<file path="src/rtl/victim_tag_cam_pkg.sv">
// Shared constants and types for the L1 victim tag store.
// Top-level users instantiate victim_tag_cam with VIC_ENTRIES / VIC_TAG_W and these typedefs.
package victim_tag_cam_pkg;

  localparam int VIC_ENTRIES = 4;
  localparam int VIC_TAG_W   = 12;

  typedef logic [VIC_TAG_W-1:0]            lc3b_c_vic_tag;
  typedef logic [$clog2(VIC_ENTRIES)-1:0]  lc3b_c_vic_index;

endpackage

</file>
<file path="src/rtl/victim_lru_age.sv">
// True-LRU age vector: age 0 is MRU, age ENTRIES-1 is LRU; ages stay a permutation.
module victim_lru_age
  import victim_tag_cam_pkg::*;
#(
  parameter int ENTRIES = VIC_ENTRIES,
  parameter int IDX_W   = $clog2(ENTRIES)
) (
  input  logic             clk,
  input  logic             reset,
  input  logic             promote,
  input  logic [IDX_W-1:0] promote_way,
  output logic [IDX_W-1:0] lru_way
);

  logic [IDX_W-1:0] age_q [ENTRIES];

  always_ff @(posedge clk) begin
    if (reset) begin
      for (int i = 0; i < ENTRIES; i++) age_q[i] <= IDX_W'(i);
    end else if (promote) begin
      // Only entries younger than the promoted one age; older entries keep their slot.
      for (int i = 0; i < ENTRIES; i++) begin
        if (IDX_W'(i) == promote_way)
          age_q[i] <= '0;
        else if (age_q[i] < age_q[promote_way])
          age_q[i] <= age_q[i] + IDX_W'(1);
      end
    end
  end

  always_comb begin
    lru_way = '0;
    for (int i = 0; i < ENTRIES; i++)
      if (age_q[i] == IDX_W'(ENTRIES-1)) lru_way = IDX_W'(i);
  end

endmodule

</file>
<file path="src/rtl/victim_tag_cam.sv">
// Fully-associative victim tag CAM with valid/dirty state and true-LRU replacement.
// Optional VICTIM_TAG_STATS_EN adds saturating hit_count / miss_count outputs.
module victim_tag_cam
  import victim_tag_cam_pkg::*;
#(
  parameter int ENTRIES = VIC_ENTRIES,
  parameter int TAG_W   = VIC_TAG_W,
  parameter int IDX_W   = $clog2(ENTRIES)
) (
  input  logic               clk,
  input  logic               reset,
  input  logic [TAG_W-1:0]   lookup_tag,
  output logic               hit,
  output logic [IDX_W-1:0]   hit_way,
  input  logic               touch,
  input  logic               invalidate,
  input  logic               insert,
  input  logic [TAG_W-1:0]   insert_tag,
  input  logic               insert_dirty,
  output logic [IDX_W-1:0]   repl_way,
  output logic               repl_valid,
  output logic               repl_dirty,
  output logic [TAG_W-1:0]   repl_tag,
  output logic [ENTRIES-1:0] valid_vec
`ifdef VICTIM_TAG_STATS_EN
  ,
  output logic [15:0]        hit_count,
  output logic [15:0]        miss_count
`endif
);

  logic [TAG_W-1:0]   tag_q [ENTRIES];
  logic [ENTRIES-1:0] valid_q;
  logic [ENTRIES-1:0] dirty_q;

  logic [ENTRIES-1:0] hit_vec;
  logic [ENTRIES-1:0] ins_vec;
  logic               ins_hit;
  logic [IDX_W-1:0]   ins_way;
  logic [IDX_W-1:0]   free_way;
  logic [IDX_W-1:0]   lru_way;
  logic [IDX_W-1:0]   tgt_way;
  logic               promote_en;
  logic [IDX_W-1:0]   promote_way;

  always_comb begin
    hit_vec  = '0;
    ins_vec  = '0;
    hit_way  = '0;
    ins_way  = '0;
    free_way = '0;
    for (int i = 0; i < ENTRIES; i++) begin
      hit_vec[i] = valid_q[i] && (tag_q[i] == lookup_tag);
      ins_vec[i] = valid_q[i] && (tag_q[i] == insert_tag);
    end
    // Descending scan so the lowest matching / free index wins.
    for (int i = ENTRIES-1; i >= 0; i--) begin
      if (hit_vec[i])  hit_way  = IDX_W'(i);
      if (ins_vec[i])  ins_way  = IDX_W'(i);
      if (!valid_q[i]) free_way = IDX_W'(i);
    end
    hit     = |hit_vec;
    ins_hit = |ins_vec;

    repl_way   = (&valid_q) ? lru_way : free_way;
    repl_valid = valid_q[repl_way];
    repl_dirty = dirty_q[repl_way];
    repl_tag   = tag_q[repl_way];
    valid_vec  = valid_q;

    // An insert of a resident tag merges into that entry instead of allocating.
    tgt_way     = ins_hit ? ins_way : repl_way;
    promote_en  = insert || (touch && hit && !invalidate);
    promote_way = insert ? tgt_way : hit_way;
  end

  always_ff @(posedge clk) begin
    if (reset) begin
      valid_q <= '0;
      dirty_q <= '0;
      for (int i = 0; i < ENTRIES; i++) tag_q[i] <= '0;
    end else begin
      if (invalidate && hit) begin
        valid_q[hit_way] <= 1'b0;
        dirty_q[hit_way] <= 1'b0;
      end
      // Written after the invalidate so an insert to the same way takes precedence.
      if (insert) begin
        valid_q[tgt_way] <= 1'b1;
        if (ins_hit) begin
          dirty_q[tgt_way] <= dirty_q[tgt_way] | insert_dirty;
        end else begin
          tag_q[tgt_way]   <= insert_tag;
          dirty_q[tgt_way] <= insert_dirty;
        end
      end
    end
  end

  victim_lru_age #(
    .ENTRIES (ENTRIES),
    .IDX_W   (IDX_W)
  ) u_lru (
    .clk         (clk),
    .reset       (reset),
    .promote     (promote_en),
    .promote_way (promote_way),
    .lru_way     (lru_way)
  );

`ifdef VICTIM_TAG_STATS_EN
  function automatic logic [15:0] sat_inc16(input logic [15:0] v);
    return (v == 16'hFFFF) ? v : v + 16'd1;
  endfunction

  always_ff @(posedge clk) begin
    if (reset) begin
      hit_count  <= '0;
      miss_count <= '0;
    end else if (touch) begin
      if (hit) hit_count  <= sat_inc16(hit_count);
      else     miss_count <= sat_inc16(miss_count);
    end
  end
`endif

endmodule

</file>
<file path="config.mk">
export PLATFORM = sky130hd
export DESIGN_NAME = victim_tag_cam
export DESIGN_NICKNAME = d
export VERILOG_FILES = /design/src/rtl/victim_tag_cam_pkg.sv /design/src/rtl/victim_lru_age.sv /design/src/rtl/victim_tag_cam.sv
export SDC_FILE = /design/constraint.sdc
export NUM_CORES = 1
export LEC_CHECK = 0
export CAP_MARGIN = 20
export CORE_UTILIZATION = 50
export DETAILED_ROUTE_END_ITERATION = 16
export GPL_TIMING_DRIVEN = 0
export HOLD_SLACK_MARGIN = 0.08
export PLACE_DENSITY = 0.74
export SLEW_MARGIN = 20
export SYNTH_ARGS = -nofsm -noshare
export SYNTH_HDL_FRONTEND = slang
export SYNTH_SLANG_ARGS = --single-unit
</file>
<file path="constraint.sdc">
create_clock -name clk -period 5 [get_ports clk]
set_input_delay 1.5 -clock clk [delete_from_list [all_inputs] [get_ports clk]]
set_output_delay 1.5 -clock clk [all_outputs]
set_load 0.02 [all_outputs]
</file>
==> Word level (Yosys, flattened, before mapping) <==
Memory sizes are Yosys's and may differ from the RTL's.
Index checks and enable logic that the tools add are counted.
{ "op_classes": {"n_mux": 90, "magnitude_cmp": 9, "n_addsub": 4, "n_eq_ne": 14, "bitwise": 13, "reduce_logical": 20} }
{ "ops": {"columns": ["op", "count"], "rows": [
  ["$eq A12 B12 Y1", 8],
  ["$mux W2", 26],
  ["$mux W1", 49],
  ["$mux W4", 7],
  ["$logic_and A1 B1 Y1", 13],
  ["$mux W12", 1],
  ["$reduce_or A12 Y1", 1],
  ["$lt A2 B3 Y1 const B", 3],
  ["$or A1 B1 Y1", 9],
  ["$add A2 B1 Y2 const B", 4],
  ["$and A4 B4 Y4", 2],
  ["$bwmux W4", 2],
  ["$lt A2 B2 Y1", 4],
  ["$reduce_or A4 Y1", 2],
  ["$bmux W1 S2", 3],
  ["$eq A2 B2 Y1 const B", 3],
  ["$demux W1 S2", 2],
  ["$eq A2 B2 Y1 const A", 2],
  ["$ge A2 B1 Y1 const B", 2],
  ["$not A4 Y4", 1],
  ["$or A4 B4 Y4", 1],
  ["$reduce_and A4 Y1", 1],
  ["$eq A1 B2 Y1 const A", 1],
  ["$logic_not A2 Y1", 1],
  ["other kinds (2)", 2]
]} }
{ "word_totals": {"mem_count": 2, "output_inout_bits": 23, "ram_bits": 56, "in_bits": 30, "regBits": 8, "wordCells": 154} }
{ "memory_table": {"columns": ["memory", "words", "width", "read_ports", "rd_ports_with_merged_regs", "write_ports", "line_no", "text"], "rows": [
  ["tag_q", 4, 12, 5, 0, 4, "victim_tag_cam.sv:32", "logic [TAG_W-1:0] tag_q [ENTRIES];"],
  ["u_lru.age_q", 4, 2, 5, 0, 4, "victim_lru_age.sv:15", "logic [IDX_W-1:0] age_q [ENTRIES];"]
]} }

==> Longest topological paths before layout <==
An unclocked memory read counts as a cell.
{ "logic_depth": {"depth_word": 18, "mapped_depth": 11, "mapped_depth_nobuf": 10} }

==> Modules after synthesis <==
A second synthesis with hierarchy kept.
{ "unflattened": {"hier_cells": 441, "hier_area_um2": 4819.6} }
{ "modules_own_cells": {"columns": ["mod", "seq_area_each_um2", "instances", "area_each_um2", "cells_per_inst"], "rows": [
  ["victim_tag_cam", 1601.5, 1, 4115.2, 374],
  ["victim_lru_age", 240.2, 1, 704.4, 67]
]} }

==> Worst setup path before layout <==
OpenSTA, ideal clock, no wires.
{ "synth_path": {"path_type": "input -> register", "from": "in insert_tag[9]", "to": "mem tag_q[3][0] (netlist bit) (enable)", "path_stages": 8, "slack_ns": 0.502, "required_time_ns": 4.602, "arrival_ns": 4.101, "cell_sequence": "buf_2 xnor2_1 nand4_1 nor4_1 o21bai_1 a21oi_1 nand3_1 o21ai_0"} }
{ "synth_rtl": {"columns": ["element", "line_no", "text"], "rows": [
  ["from (decl)", "victim_tag_cam.sv:18", "input logic [TAG_W-1:0] insert_tag,"],
  ["to (decl)", "victim_tag_cam.sv:32", null]
]} }

==> Worst setup path in the final report <==
{ "layout_path": {"from": "in lookup_tag[3]", "to": "out hit_way[0]"} }
{ "layout_between": {"elab_chain_len": 6, "word_cells_on_any_way": 12, "cone_classes": "4 x eq/ne; 4 x mux; 4 x reduce/logical"} }
{ "layout_rtl": {"columns": ["element", "line_no", "text"], "rows": [
  ["from (decl)", "victim_tag_cam.sv:12", "input logic [TAG_W-1:0] lookup_tag,"],
  ["$eq A12 B12 Y1", "victim_tag_cam.sv:53", "hit_vec[i] = valid_q[i] && (tag_q[i] == lookup_tag);"],
  ["$logic_and A1 B1 Y1", "victim_tag_cam.sv:53", null],
  ["$mux W2 (3 in series)", "victim_tag_cam.sv:58", "if (hit_vec[i]) hit_way = IDX_W'(i);"],
  ["$mux W2 *", "victim_tag_cam.sv:58", null],
  ["to (decl)", "victim_tag_cam.sv:14", "output logic [IDX_W-1:0] hit_way,"]
]} }
Every way passes the cells marked *; elsewhere a longest branch is shown, timed or not.

==> impl_metrics.tcl <==
set metrics [dict create \
    synth_top_area_cell "edfxtp_1" \
    gr-usage-all-layers_pct 29.0 \
    dieArea_um2 9690 \
    synth_top_area_share_pct 36.2 \
    p_clk_share_pct 33.4 \
    finalCriticalPeriod_ns 4.89 \
    vias 4071 \
    avgSynthCellArea_um2 9.26 \
    clk_latency_ns 0.35 \
    max_freq_mhz 205 \
    end_kind "output port" \
    grt_pass1_vias 3975 \
    rr_worst_depth 9 \
    diodes 0 \
    seqPwrFrac_pct 44.5 \
    worst_slack_ns 0.112 \
    drtPass1Iterations 5 \
    cts_buffers 9 \
    reg2reg_slack_ns 1.06 \
    ctsHoldBuffers 0 \
    hp-class "reg -> reg" \
    antenna_found_initial 0 \
    synth_edf_count 56 \
    wire_per_inst_um 20.8 \
    final_common_cell "xnor2_1" \
    dpl.hpwl_um 10700 \
    ir_drop_uv 173 \
    yosysSeqAreaShare_pct 39.6 \
    ys_warn_count 0 \
    layout_common_cells "97 x xnor2_1, 79 x nand2_1, 56 x edfxtp_1" \
    drv_cap 0 \
    syn_area_um2 4650 \
    final.setup_skew_ns 0.00907 \
    power_frac_comb_pct 22.1 \
    grt_max_degree 12 \
    cts-root-buf "clkbuf_8" \
    swShare_pct 29.9 \
    hold_viol 0 \
    crit_fanout 4 \
    drc 0 \
    rsz0062_at_grt "false" \
    synth.area.top_cells "edfxtp_1 36%, xnor2_1 18%, and3_1 6.9%" \
    required_ns 3.50 \
    synth_nets 535 \
    holdWs_ns 0.544 \
    row_count 34 \
    drv_slew 0 \
    start_kind "primary input" \
    wl_um 13600 \
    p_leak_uw 0.00202 \
    max_slew.worst_pin.slew_ns 1.00 \
    slew_headroom_pct 32.4 \
    area_delta_synth_final_pct 14.8 \
    ys_ff_latch 64 \
    power.density_nw_per_um2 279 \
    die_x_um 98.4 \
    cp_slowest_stage_delay_ns 0.56 \
    synth_cell_types 50 \
    synth_ff_type "edfxtp_1" \
    dpl_cell_area_um2 5090 \
    internal_power_uw 1040 \
    finalCritPeriodShare_pct 97.8 \
    place_ws_ns -0.168 \
    h-tree-depth 3 \
    fp.coreArea_um2 8850 \
    cts.clk_slew.worst_paths_ns 0.07 \
    setup_viol 0 \
    clock_sinks 64 \
    path_cells "clkbuf_1 -> xnor2_1 -> nand4_1 -> or4_1 -> o21ai_1 -> and2_1 -> dlygate4sd2_1" \
    crit_slowest_cell "or4_1" \
    synthCells 502 \
    power.switching_uw 445 \
    n_fill_cell 763 \
    nets 577 \
    start_util_pct 52.5 \
    grt_pass1_wl_um 21000 \
    gp_congestion 1.03 \
    drive_gt1_share_pct 9.84 \
    stdcell_area_um2 5340 \
    port_buffers 27 \
    drtIter0Drc 422 \
    ant_nets 0 \
    overflow 0 \
    cts_buffer_depth 2 \
    async_flop_share_pct 0 \
    critPathKind "in -> out" \
    cp.arrival_ns 3.39 \
    avgViaCountPerCell 6.20 \
    die_h_um 98.4 \
    holdPathStages 1 \
    status "finished, final reports clean" \
    cts_tree "done" \
    pin_count 53 \
]
[per-layer routing]
| layer | wire length, um | share of wire (%) | up-vias | global-route usage [%] |
|---|---|---|---|---|
| met1 | 5680 | 42 | 1952 | 39.0 |
| li1 | - | - | 1873 | - |
| met3 | 1180 | 8.7 | 32 | 4.18 |
| met2 | 6320 | 46 | 214 | 46.2 |
| met5 | 0 | 0 | - | 0 |
| met4 | 455 | 3.3 | 0 | 14.5 |
[final timing paths]
kind                                     from                end
worst max register to register    tag_q[2][1]  u_lru.age_q[0][0]
worst min register to register     dirty_q[2]         dirty_q[2]
worst min-delay path               dirty_q[2]         dirty_q[2]
worst max-delay path            lookup_tag[3]         hit_way[0]
[sequential cells by signal, indices dropped and copies added (netlist names)]
register,count
tag_q,48
dirty_q,4
valid_vec,4
u_lru.age_q,8
[critical path, delay by kind of cell]
kind | cells | cell delay [ns]
AND/OR/NAND/NOR | 3 | 0.90
buffers and inverters | 2 | 0.58
AO/OA/AOI/OAI | 1 | 0.22
XOR/XNOR | 1 | 0.19
[timing repair]
| action | CTS | global route |
|---|---|---|
| setup buffers | 0 | 0 |
| endpoints found under the setup margin | 3 | 4 |
| gates cloned | 0 | 0 |
| resized for setup | 6 | 17 |
| pin swaps | 1 | 1 |
[final cells by class]
cell class                 count  area (um2)  share of cell area (%)
multi-input combinational    387        2630                    49.2
sequential                    64        1840                    34.5
timing repair buffer          31         300                    5.63
buffer                        42         184                    3.45
tap                          108         135                    2.53
clock buffer                  11         131                    2.46
clock inverter                 5        81.3                    1.52
inverter                       9        36.3                   0.680
[metrics by stage]
stage / TNS (ns) / instances / utilization, % / total power, uW
finish: 0 / 657 / 60.3 / 1490
global route: 0 / 657 / 60.3 / 1530
CTS: 0 / 657 / 60.0 / 1480
detailed placement: -0.403 / 641 / 57.5 / 993
global placement: -8.97 / 637 / 57.1 / 985
floorplan: 0 / 502 / - / 876
[synth_stat cells (all sizes together), types with 4 or more instances]
cell	number
nand3	16
or4	5
edfxtp	56
clkbuf	30
xnor2	97
o21ai	8
a41o	4
and3	51
nand2	79
nand4	20
nor3	5
nand2b	4
dfxtp	8
inv	9
a31oi	14
nor4	5
a21oi	9
nor2	11
buf	12
and2	17
[power groups by stage]
stage          combinational (uW)  sequential, uW  clock, uW
4_1_cts                       324             660        494
3_5_place_dp                  321             672          0
3_3_place_gp                  313             672          0
6_report                      328             662        497
5_1_grt                       352             665        510
2_1_floorplan                 218             658          0
[kinds of logic after synthesis]
| group | Yosys count | share of synthesized area [%] |
|---|---|---|
| flip-flops | 64 | 39.6 |
| AO/OA/AOI/OAI | 60 | 10.0 |
| AND/OR/NAND/NOR | 219 | 24.6 |
| XOR/XNOR | 97 | 18.3 |
| multiplexers | 5 | 1.45 |
| adder cells (fa/ha/maj) | 6 | 1.51 |
| buffers and inverters | 51 | 4.50 |
Power figures use the tool's default switching activity.
